--- config.mk ---
export PLATFORM = sky130hd
export DESIGN_NAME = branch_history_table
export DESIGN_NICKNAME = d
export VERILOG_FILES = /design/src/rtl/bht_pkg.sv /design/src/rtl/branch_history_table.sv
export SDC_FILE = /design/constraint.sdc
export NUM_CORES = 1
export LEC_CHECK = 0
export ABC_AREA = 1
export CAP_MARGIN = 20
export CELL_PAD_IN_SITES_DETAIL_PLACEMENT = 1
export CELL_PAD_IN_SITES_GLOBAL_PLACEMENT = 2
export CORE_MARGIN = 3
export CORE_UTILIZATION = 35
export DETAILED_ROUTE_END_ITERATION = 12
export DONT_BUFFER_PORTS = 1
export GPL_TIMING_DRIVEN = 0
export HOLD_SLACK_MARGIN = 0.08
export PLACE_DENSITY_LB_ADDON = 0.2
export SETUP_SLACK_MARGIN = 0.2
export SYNTH_ARGS = -nofsm -noshare
export SYNTH_HDL_FRONTEND = slang
export SYNTH_SLANG_ARGS = --single-unit
export TNS_END_PERCENT = 5
--- constraint.sdc ---
create_clock -name clk -period 6.75 [get_ports clk]
set_input_delay 0.3375 -clock clk [delete_from_list [all_inputs] [get_ports clk]]
set_output_delay 0.3375 -clock clk [all_outputs]
set_load 0.03 [all_outputs]
--- src/rtl/bht_pkg.sv ---
// Shared types and helpers for the branch history table.
// Counter encoding, FSM states and the saturating counter step.
package bht_pkg;

    localparam int BHT_XLEN  = 32;
    localparam int BHT_IDX_W = 6;

    typedef enum logic [1:0] {
        SNT = 2'b00,
        WNT = 2'b01,
        WT  = 2'b10,
        ST  = 2'b11
    } bht_ctr_t;

    typedef enum logic {
        BHT_INIT  = 1'b0,
        BHT_READY = 1'b1
    } bht_state_t;

    localparam bht_ctr_t BHT_CTR_INIT = WNT;

    function automatic bht_ctr_t bht_next_ctr(
        input bht_ctr_t c,
        input logic     taken
    );
        bht_ctr_t n;
        n = c;
        unique case (c)
            SNT: n = taken ? WNT : SNT;
            WNT: n = taken ? WT  : SNT;
            WT:  n = taken ? ST  : WNT;
            ST:  n = taken ? ST  : WT;
            default: n = c;
        endcase
        return n;
    endfunction

endpackage

--- src/rtl/branch_history_table.sv ---
// 2-bit saturating-counter direction predictor indexed by pc[IDX_W+1:2].
// Ports: clk, reset_n (async low), clear_req, ready; lookup_valid/pc ->
// predict_valid/taken (1-cycle latency); update_valid/pc/taken/mispred
// trains the table; stat_updates/stat_mispreds are live only when
// BHT_STATS_EN is defined, otherwise tied to 0.
module branch_history_table
    import bht_pkg::*;
#(
    parameter int XLEN  = BHT_XLEN,
    parameter int IDX_W = BHT_IDX_W
) (
    input  logic            clk,
    input  logic            reset_n,
    input  logic            clear_req,
    output logic            ready,
    input  logic            lookup_valid,
    input  logic [XLEN-1:0] lookup_pc,
    output logic            predict_valid,
    output logic            predict_taken,
    input  logic            update_valid,
    input  logic [XLEN-1:0] update_pc,
    input  logic            update_taken,
    input  logic            update_mispred,
    output logic [31:0]     stat_updates,
    output logic [31:0]     stat_mispreds
);

    localparam int DEPTH = 1 << IDX_W;

    bht_state_t       state;
    bht_state_t       state_nxt;
    logic [IDX_W-1:0] clr_idx;
    bht_ctr_t         ctr_mem [DEPTH];

    logic [IDX_W-1:0] lk_idx;
    logic [IDX_W-1:0] up_idx;
    logic             upd_en;
    bht_ctr_t         upd_cur;
    bht_ctr_t         upd_nxt;
    bht_ctr_t         lk_cur;

    assign lk_idx  = lookup_pc[IDX_W+1:2];
    assign up_idx  = update_pc[IDX_W+1:2];
    assign upd_en  = update_valid & ready;
    assign upd_cur = ctr_mem[up_idx];
    assign upd_nxt = bht_next_ctr(upd_cur, update_taken);

    // Write-first: a same-cycle update to the looked-up entry is visible.
    assign lk_cur = (upd_en && (up_idx == lk_idx)) ? upd_nxt
                                                   : ctr_mem[lk_idx];

    always_ff @(posedge clk or negedge reset_n) begin
        if (!reset_n) begin
            state   <= BHT_INIT;
            clr_idx <= '0;
        end else begin
            state <= state_nxt;
            if (clear_req)
                clr_idx <= '0;
            else if (state == BHT_INIT)
                clr_idx <= clr_idx + IDX_W'(1);
        end
    end

    always_comb begin
        state_nxt = state;
        unique case (state)
            BHT_INIT: begin
                if (!clear_req && (clr_idx == IDX_W'(DEPTH - 1)))
                    state_nxt = BHT_READY;
            end
            BHT_READY: begin
                if (clear_req)
                    state_nxt = BHT_INIT;
            end
            default: state_nxt = BHT_INIT;
        endcase
    end

    always_comb begin
        ready = (state == BHT_READY);
    end

    // The array carries no reset; the sweep gives it defined contents.
    always_ff @(posedge clk) begin
        if (state == BHT_INIT)
            ctr_mem[clr_idx] <= BHT_CTR_INIT;
        else if (upd_en)
            ctr_mem[up_idx] <= upd_nxt;
    end

    always_ff @(posedge clk or negedge reset_n) begin
        if (!reset_n) begin
            predict_valid <= 1'b0;
            predict_taken <= 1'b0;
        end else begin
            predict_valid <= lookup_valid;
            if (lookup_valid)
                predict_taken <= ready & lk_cur[1];
        end
    end

`ifdef BHT_STATS_EN
    always_ff @(posedge clk or negedge reset_n) begin
        if (!reset_n) begin
            stat_updates  <= '0;
            stat_mispreds <= '0;
        end else if (upd_en) begin
            if (stat_updates != 32'hFFFF_FFFF)
                stat_updates <= stat_updates + 32'd1;
            if (update_mispred && (stat_mispreds != 32'hFFFF_FFFF))
                stat_mispreds <= stat_mispreds + 32'd1;
        end
    end
`else
    logic unused_mispred;
    assign unused_mispred = update_mispred;
    assign stat_updates   = '0;
    assign stat_mispreds  = '0;
`endif

    logic unused_pc;
    assign unused_pc = ^{lookup_pc[XLEN-1:IDX_W+2], lookup_pc[1:0],
                         update_pc[XLEN-1:IDX_W+2], update_pc[1:0]};

endmodule

==> impl_metrics.ini <==
[worst_setup_path]
path_cells = buf_2 > clkbuf_1 > nand3_1 > nand2_1 > nand2_1 > nand3_1 > nand3_1 > nand2_1 > inv_2 > nand2_1 > nand4_1 > buf_8
cp-start-kind = input port
path_max_fanout = 27
worst_ep_required_time_ps = 6910
slowest_delay_ps = 790
cp.arrival_ps = 3350
timing.critical_path.mode_cell = nand2_1
crit_slowest_cell = clkbuf_1
end_kind = flop
crit_start = update_pc[4]
critPathKind = in -> reg
r2r_start = ready

[cells_and_area]
stdcell_area_um2 = 8500
diodes = 0
syn_to_final_growth_pct = 17.6
layout.nets = 968
drive_gt1_frac = 0.146

[die]
coreArea_um2 = 19800
initial_utilization = 0.364
rows = 51
die-area_um2 = 22400
io_pins = 138
die_w_um = 150
die_height_um = 150

[logic_synthesis]
ys_seq_elements = 137
synth_top_area_frac = 0.532
yosys_warnings = 0
synth.avg_cell_area_um2 = 8.94
synth_top_area_cell = edfxtp_1
synth_area_leaders = edfxtp_1 (53%), nand2_1 (11%), nand3_1 (11%)
synth_area_um2 = 7230
synthCells = 808
synth.distinct_cells = 30
seq_area_frac_synth = 0.563

[route]
drtPass1Iterations = 5
drc = 0
routed_wl_mm = 27.0
drt-met1-wl_mm = 11.9
drtIter0Drc = 656
via_per_inst = 5.28
top_layer = met4
vias = 6196
wl_per_cell_um = 23.0
routed-wl-met2_mm = 12.6
ant_nets = 0
wl_met3_mm = 1.80

[placed_design]
portBuffers = 0
place_congestion = 0.919
placed_area_um2 = 7850
dp_hpwl_mm = 18.2

[power]
irDropWorstVdd_mv = 0.183
power.density_nw_per_um2 = 255
p_leak_nw = 3.50

[timing]
clock_skew_ps = 7.21
fmax_mhz = 313
slew_viol_final = 0
period_share = 0.473
slew_headroom = 0.337
finalSetupViolCount = 0
rsz0062_at_grt = false
tightest_slew_ps = 994
period_minus_slack_ps = 3190
tns_ps = 0
finalHoldViolations = 0

[clock_tree]
cts_buffers = 17
cts_tree = yes
clk_latency_ps = 430
clock_tree.htree_level_count = 4
root_buffer = clkbuf_16
clk_pin_slew_ps = 60
cts.sinks = 137
clk_path_buf_depth = 2

[global_route]
grt_pass1_wl_mm = 39.1
grt_overflow = 0
grt_pass1_vias = 6296
track_usage = 0.243
grt_max_degree = 41
antenna_found_initial = 0

[flow_run]
max_cap_violations = 0

[run_status]
outcome = complete, no violations

[min_path]
hp-class = in -> reg
hp-start = clear_req
-- critical path: cells and delay by family --
kind	cells	cell delay, ps
and+or+nand+nor	8	1410
buffers and inverters	4	1570
-- through the flow --
step	total power [W]	hold slack [ps]	worst slack, ps	instances	util
floorplan	0.00111	41.9	3380	871	-
global placement	0.00118	42.1	978	1136	0.393
detailed placement	0.00118	42.2	3180	1139	0.396
CTS	0.00216	124	3580	1174	0.428
global route	0.00222	155	3320	1174	0.428
finish	0.00217	126	3560	1174	0.428
-- power by group --
part           total, W  internal (W)  switching (W)  leakage [nW]
sequential     0.000923      0.000920     0.00000306          1.42
clock          0.000992      0.000619       0.000374         0.295
combinational  0.000253     0.0000672       0.000185          1.79
-- Yosys cell counts (all sizes together) --
| cell | instances |
|---|---|
| xnor2 | 1 |
| nand2 | 215 |
| nand3 | 160 |
| dfrtp | 9 |
| buf | 93 |
| ha | 1 |
| nor2 | 99 |
| o41ai | 1 |
| clkinv | 3 |
| nand4 | 6 |
| a22oi | 1 |
| clkbuf | 8 |
| and3 | 1 |
| nor3 | 7 |
| a211oi | 1 |
| inv | 28 |
| a21oi | 6 |
| a221oi | 2 |
| o22ai | 1 |
| nor4 | 5 |
| conb | 1 |
| o21ai | 28 |
| nand3b | 1 |
| xor2 | 1 |
| o211ai | 1 |
| edfxtp | 128 |
-- cell usage in the layout (no fill, tap or decap), types with 2 or more instances in the layout --
cell type and n:
clkinv_1 3, nor3_1 7, edfxtp_1 128, clkinv_2 2, nand3_1 160, inv_2 4
o21ai_1 2, buf_4 70, buf_8 2, bufinv_16 4, buf_2 23, nor2_1 98
a21oi_1 6, dfrtp_1 9, nand4_1 6, clkinv_4 4, o21ai_0 22, dlygate4sd3_1 3
nor4_1 5, inv_1 24, nand2_1 215, a221oi_1 2, o21ai_2 4, conb_1 64
clkbuf_16 17, clkbuf_1 12
-- layer usage --
| metal | global-route usage | vias to the layer above |
|---|---|---|
| met5 | 0 | - |
| met4 | 0.0819 | 0 |
| met3 | 0.0439 | 48 |
| met2 | 0.402 | 243 |
| met1 | 0.322 | 3101 |
| li1 | - | 2804 |
-- path summary, 6_finish.rpt --
path / to / slack (ps) / cells past startpoint
worst max-delay path: ctr_mem[1][0] / 3560 / 12
worst min-delay path: clr_idx[5] / 130 / 3
worst max register to register: ctr_mem[26][1] / 3570 / 5
worst min register to register: clr_idx[5] / 600 / 2
max in group asynchronous: clr_idx[5] / 6150 / 1
min in group asynchronous: clr_idx[2] / 290 / 1
-- final cells by class --
type	instances	area, um^2
fillers	2335	11300
flip-flops and latches	137	4070
multi-input cells	602	2620
plain buffers	101	671
clock buffers	21	440
well taps	265	332
clock inverters	11	173
inverters	31	116
repair buffers	6	80.1
-- cells by family after synthesis --
family          after synthesis  share of synthesized area
buf+inv                     132                      0.109
fa+ha+maj                     1                    0.00173
xor+xnor                      2                    0.00242
compound gates               41                     0.0332
other cells                   1                   0.000519
flops                       137                      0.563
simple gates                494                      0.290
-- what timing repair did --
item	4_1_cts	5_1_grt
endpoints found under the setup margin	0	0
buffers inserted	0	0
hold buffers	3	0
gates resized for setup	0	0
hold endpoints to repair	14	0
-- flip-flops by register name, summed over array words and instances (netlist names) --
signal         cells
predict_taken      1
predict_valid      1
ready              1
ctr_mem          128
clr_idx            6
No activity file was read; power rests on OpenSTA's default activity.
